## src/rtl/j_pcseq_pkg.sv

```systemverilog
// rtl/j_pcseq_pkg.sv - shared types, widths and helpers for the Jerry DSP PC sequencer
package j_pcseq_pkg;

    localparam int J_AW        = 23;
    localparam int J_VEC_SHIFT = 3;

    typedef enum logic {
        RUN  = 1'b0,
        SLOT = 1'b1
    } pcseq_state_t;

    function automatic logic [J_AW-1:0] sext5(input logic [4:0] v);
        return {{(J_AW-5){v[4]}}, v};
    endfunction

endpackage

```

## src/rtl/j_pcseq_opmux.sv

```systemverilog
// rtl/j_pcseq_opmux.sv - operand select for the external 23-bit adder (vector, relative target, increment)
module j_pcseq_opmux
    import j_pcseq_pkg::*;
#(
    parameter logic [J_AW-1:0] VEC_BASE  = 23'h78D800,
    parameter int              VEC_SHIFT = J_VEC_SHIFT
) (
    input  logic            int_sel,
    input  logic            rel_sel,
    input  logic [J_AW-1:0] pc,
    input  logic [4:0]      br_off,
    input  logic [2:0]      int_num,
    output logic [J_AW-1:0] add_a,
    output logic [J_AW-1:0] add_b
);

    always_comb begin
        add_a = pc;
        add_b = J_AW'(1);
        if (int_sel) begin
            add_a = VEC_BASE;
            add_b = J_AW'(int_num) << VEC_SHIFT;
        end else if (rel_sel) begin
            // JR target is relative to the slot address, hence the +1
            add_b = sext5(br_off) + J_AW'(1);
        end
    end

endmodule

```

## src/rtl/j_pcseq.sv

```systemverilog
// rtl/j_pcseq.sv - Jerry DSP program-counter sequencer with delayed branches and interrupt entry
// Optional single-step input enabled by defining J_PCSEQ_SSTEP_EN.
module j_pcseq
    import j_pcseq_pkg::*;
#(
    parameter int            AW        = J_AW,
    parameter logic [AW-1:0] RESET_PC  = 23'h78D800,
    parameter logic [AW-1:0] VEC_BASE  = 23'h78D800,
    parameter int            VEC_SHIFT = J_VEC_SHIFT
) (
    input  logic          sys_clk,
    input  logic          reset,
    input  logic          go,
    input  logic          stall,
`ifdef J_PCSEQ_SSTEP_EN
    input  logic          sstep,
`endif
    output logic          fetch_req,
    input  logic          fetch_ack,
    output logic [AW-1:0] pc,
    input  logic          br_rel,
    input  logic          br_abs,
    input  logic [4:0]    br_off,
    input  logic [AW-1:0] br_tgt,
    output logic          br_err,
    input  logic          int_req,
    input  logic [2:0]    int_num,
    output logic          int_ack,
    output logic [AW-1:0] ret_pc,
    output logic [AW-1:0] add_a,
    output logic [AW-1:0] add_b,
    input  logic [AW-1:0] add_s
);

    pcseq_state_t  state, state_d;
    logic [AW-1:0] tgt, tgt_d, pc_d, ret_d, pc_inc;
    logic          br_err_d, int_ack_d, int_armed, armed_d;
    logic          active, int_allow, adv, in_run, any_br, rel_sel, int_take;

`ifdef J_PCSEQ_SSTEP_EN
    logic sstep_q, step_pend;

    // A step edge is remembered until the fetch it unlocks is accepted
    always_ff @(posedge sys_clk or posedge reset) begin
        if (reset) begin
            sstep_q   <= 1'b0;
            step_pend <= 1'b0;
        end else begin
            sstep_q <= sstep;
            if (sstep & ~sstep_q & ~go)
                step_pend <= 1'b1;
            else if (adv & ~go)
                step_pend <= 1'b0;
        end
    end

    assign active    = ~stall & (go | step_pend);
    assign int_allow = go;
`else
    assign active    = go & ~stall;
    assign int_allow = 1'b1;
`endif

    assign fetch_req = active & ~reset;
    assign adv       = fetch_req & fetch_ack;
    assign in_run    = (state == RUN);
    assign any_br    = br_rel | br_abs;
    assign rel_sel   = in_run & br_rel & ~br_abs;
    assign int_take  = adv & in_run & ~any_br & int_req & int_armed & int_allow;
    // Dedicated incrementer keeps the adder free for branch targets and vectors
    assign pc_inc    = pc + AW'(1);

    j_pcseq_opmux #(
        .VEC_BASE  (VEC_BASE),
        .VEC_SHIFT (VEC_SHIFT)
    ) u_opmux (
        .int_sel (int_take),
        .rel_sel (rel_sel),
        .pc      (pc),
        .br_off  (br_off),
        .int_num (int_num),
        .add_a   (add_a),
        .add_b   (add_b)
    );

    always_comb begin
        state_d   = state;
        pc_d      = pc;
        tgt_d     = tgt;
        ret_d     = ret_pc;
        br_err_d  = 1'b0;
        int_ack_d = 1'b0;
        armed_d   = int_armed;

        if (int_take)
            armed_d = 1'b0;
        else if (active & ~int_req)
            armed_d = 1'b1;

        if (adv) begin
            case (state)
                RUN: begin
                    if (br_abs) begin
                        tgt_d    = br_tgt;
                        pc_d     = pc_inc;
                        state_d  = SLOT;
                        br_err_d = br_rel;
                    end else if (br_rel) begin
                        tgt_d   = add_s;
                        pc_d    = pc_inc;
                        state_d = SLOT;
                    end else if (int_take) begin
                        ret_d     = pc_inc;
                        pc_d      = add_s;
                        int_ack_d = 1'b1;
                    end else begin
                        pc_d = add_s;
                    end
                end
                SLOT: begin
                    pc_d     = tgt;
                    state_d  = RUN;
                    br_err_d = any_br;
                end
                default: state_d = RUN;
            endcase
        end
    end

    always_ff @(posedge sys_clk or posedge reset) begin
        if (reset) begin
            state     <= RUN;
            pc        <= RESET_PC;
            tgt       <= '0;
            ret_pc    <= '0;
            br_err    <= 1'b0;
            int_ack   <= 1'b0;
            int_armed <= 1'b1;
        end else begin
            state     <= state_d;
            pc        <= pc_d;
            tgt       <= tgt_d;
            ret_pc    <= ret_d;
            br_err    <= br_err_d;
            int_ack   <= int_ack_d;
            int_armed <= armed_d;
        end
    end

endmodule
```

## config.mk

```make
export PLATFORM = sky130hd
export DESIGN_NAME = j_pcseq
export DESIGN_NICKNAME = d
export VERILOG_FILES = /design/src/rtl/j_pcseq_pkg.sv /design/src/rtl/j_pcseq_opmux.sv /design/src/rtl/j_pcseq.sv
export SDC_FILE = /design/constraint.sdc
export NUM_CORES = 1
export LEC_CHECK = 0
export ABC_AREA = 1
export BUFFER_PORTS_ARGS = -buffer_cell sky130_fd_sc_hd__buf_4
export CORE_UTILIZATION = 40
export DETAILED_ROUTE_END_ITERATION = 12
export PLACE_DENSITY = 0.67
export REMOVE_ABC_BUFFERS = 1
export SLEW_MARGIN = 20
export SYNTH_ARGS = -nofsm -noshare
export SYNTH_HDL_FRONTEND = slang
export SYNTH_SLANG_ARGS = --single-unit
```

## constraint.sdc

```tcl
create_clock -name sys_clk -period 1.7 [get_ports sys_clk]
set_input_delay 0 -clock sys_clk [delete_from_list [all_inputs] [get_ports sys_clk]]
set_output_delay 0 -clock sys_clk [all_outputs]
set_load 0.02 [all_outputs]
```

==> reports/results.tsv <==
stage	metric	value	unit
setup_path	critPathKind	reg -> out	
cts	root_buffer	clkbuf_8	
cts	clockBufferDepth	2	
finish	area_growth	49.3	%
power_and_ir_drop	irDropWorstVdd	0.000623	V
setup_path	timing.rr.start	pc[0]	
route	drt-total-wl	15.5	mm
floorplan	die_h	107	um
sta	setup_viol	0	
finish	fillCellCount	994	
power_and_ir_drop	switching_share	41.6	%
global_routing	grt_pass1_vias	4772	
sta	drv_slew	0	
logic_synthesis	ys_seq_area_share	41.9	%
logic_synthesis	avgSynthCellArea	6.91	sq um
power_and_ir_drop	p_int	4.69	mW
setup_path	required	1700	ps
cts	clk_latency	360	ps
sta	finalSetupTns	0	ps
logic_synthesis	yosys_warnings	0	
finish	final_nets	901	
power_and_ir_drop	combPwrFrac	46.3	%
sta	worst_slew_pin_slew	504	ps
finish	antennaDiodeCount	0	
cts	cts_tree	built	
route	routed.top_layer	met4	
floorplan	die_area	11400	sq um
place	routabilityCongestion	0.865	
sta	fmax	0.609	GHz
power_and_ir_drop	switchingPower	3.34	mW
finish	mostFrequentLayoutCells	nand2_1, buf_4, nor2_1, dfrtp_1, inv_1	
power_and_ir_drop	seq_power_share	34.2	%
job	drv_cap	0	
floorplan	io_pins	157	
setup_path	worst_setup_path_start_kind	flip-flop	
finish	final_common_cell	nand2_1	
cts	h-tree-depth	3	
finish	multi_input_comb_area	2150	sq um
sta	fin_crit_sh	96.5	%
setup_path	end_kind	output port	
logic_synthesis	synth_top_area_share	36.5	%
route	drc	0	
route	viasPerCell	5.04	
logic_synthesis	synth_seq_cells	73	
setup_path	r2r_slack	110	ps
place	port_buffers	156	
floorplan	rows	37	
logic_synthesis	syn_inst	635	
global_routing	antenna_found_initial	0	
global_routing	grt_pass1_wl	24.4	mm
floorplan	start_util	42.0	%
sta	fin_ws	59.0	ps
finish	drive_gt1_share	29.2	%
cts	clkTransAtPathRegs	80	ps
sta	period_minus_slack	1640	ps
logic_synthesis	yosysUniqueCellTypes	33	
power_and_ir_drop	clockPowerShare	19.5	%
power_and_ir_drop	power.leakage	3.47	nW
floorplan	die_x	107	um
floorplan	core_area	10500	sq um
finish	layout.cells.non_filler	978	
global_routing	grt.total_usage	27.7	%
route	avgRoutedWirePerCell	15.9	um
setup_path	crit_start	state	
cts	clock-sinks	73	
setup_path	crit_arrival	1640	ps
route	wl_met1	7.00	mm
logic_synthesis	synth_top_area_cell	dfrtp_1	
outcome	run_status	complete, no violations	
hold_path	min_path_cells	3	
global_routing	grt_max_degree	74	
route	num_vias	4933	
place	dp_slack	-47.9	ps
global_routing	grt_overflow	0	
setup_path	r2r_cells	9	
setup_path	r2r_end	pc[22]	
finish	regArea	1840	sq um
finish	stdcell_area	6560	sq um
sta	slew_headroom	66.4	%
hold_path	hp-class	in -> reg	
place	dpl.cell_count	909	
logic_synthesis	synth_area	4390	sq um
sta	skew	9.66	ps
place	dp_hpwl	10.6	mm
sta	rsz0062_at_grt	true	
cts	cts_made_buffers	9	
logic_synthesis	synthTopCellsByArea	dfrtp_1, nand2_1, nor2_1	
route	ant_nets	0	
route	drt_iter0_markers	269	
route	wl_met2	7.61	mm
power_and_ir_drop	power.density	1230	nW/um^2
route	wl_met3	633	um
place	postPlaceCellArea	5730	sq um
sta	hold_viol	0	
setup_path	crit_fanout	8	
setup_path	crit_end	add_b[9]	
route	drt_pass1_iterations	4	
-- sequential cells by signal, summed over array words and instances, names as in the netlist --
register,cells
tgt,23
int_ack,1
ret_pc,23
pc,23
int_armed,1
br_err,1
state,1
-- what timing repair did --
action                     4_1_cts  5_1_grt
hold buffers                    48        0
pin swaps                        0        2
gates cloned                     0        1
setup buffers                    1        3
setup endpoints to repair       47       55
hold endpoints to repair        91        0
gates resized for setup          9       24
-- layer usage --
layer	GRT usage, %	vias up
met4	9.49	0
met3	2.74	19
met2	48.0	148
met1	36.0	2356
li1	-	2410
met5	0	-
-- synthesized netlist by cell type (all sizes together) --
cell / count
o211ai: 1
o32ai: 1
nor3: 5
buf: 33
nand3: 20
a22oi: 6
o31ai: 9
nor2: 102
dfrtp: 64
xnor2: 1
ha: 2
a31oi: 13
dfstp: 9
inv: 55
nand3b: 1
clkinv: 2
o21ai: 29
nand4: 4
o21bai: 1
xor2: 6
a21oi: 48
nand2: 211
clkbuf: 12
-- worst max-delay path: stages, from the launching register on --
cell and delay, ps:
dfrtp_2 450, nor3_4 230, o21ai_2 110, nor2_2 160, buf_4 180, buf_4 150
-- power groups by stage --
stage	Sequential [mW]	Combinational (mW)	Clock, mW
after CTS	2.73	3.66	1.58
after global routing	2.81	4.08	1.65
final	2.75	3.72	1.57
after detailed placement	2.75	3.54	0
after global placement	2.73	3.51	0
after floorplan	3.06	1.63	0
-- worst min-delay path by stage --
stage | from | end | slack [ps]
2_1_floorplan | reset | fetch_req | 60
5_1_grt | add_s[10] | tgt[10] | 30
4_1_cts | add_s[10] | tgt[10] | 0.07
6_report | add_s[14] | tgt[14] | 8
3_5_place_dp | reset | tgt[1] | 150
3_3_place_gp | reset | tgt[1] | 140
-- stage by stage --
step           utilization [%]  hold slack [ps]  power, mW
6_report                  62.7             8.20       8.04
5_1_grt                   62.7             27.4       8.54
4_1_cts                   61.8           0.0747       7.97
3_5_place_dp              54.7              145       6.29
3_3_place_gp              54.7              143       6.24
2_1_floorplan                -             58.2       4.69
-- final cells by class --
class                           count  area share (%)
Clock buffer                       11            2.16
Clock inverter                      5            1.20
Inverter                           57            3.36
Multi-Input combinational cell    460            32.8
Sequential cell                    73            28.1
Tap cell                          136            2.60
Timing Repair Buffer              236            29.8
-- logic make-up after synthesis --
family	count (synthesis)	synth area share (%)
buffers and inverters	102	10.7
and+or+nand+nor	343	31.7
xor gates and xnor gates	7	1.40
DFF	73	41.9
AOI/OAI and AO/OA	108	13.7
adders and majority gates	2	0.570
Power figures use the tool's default switching activity.
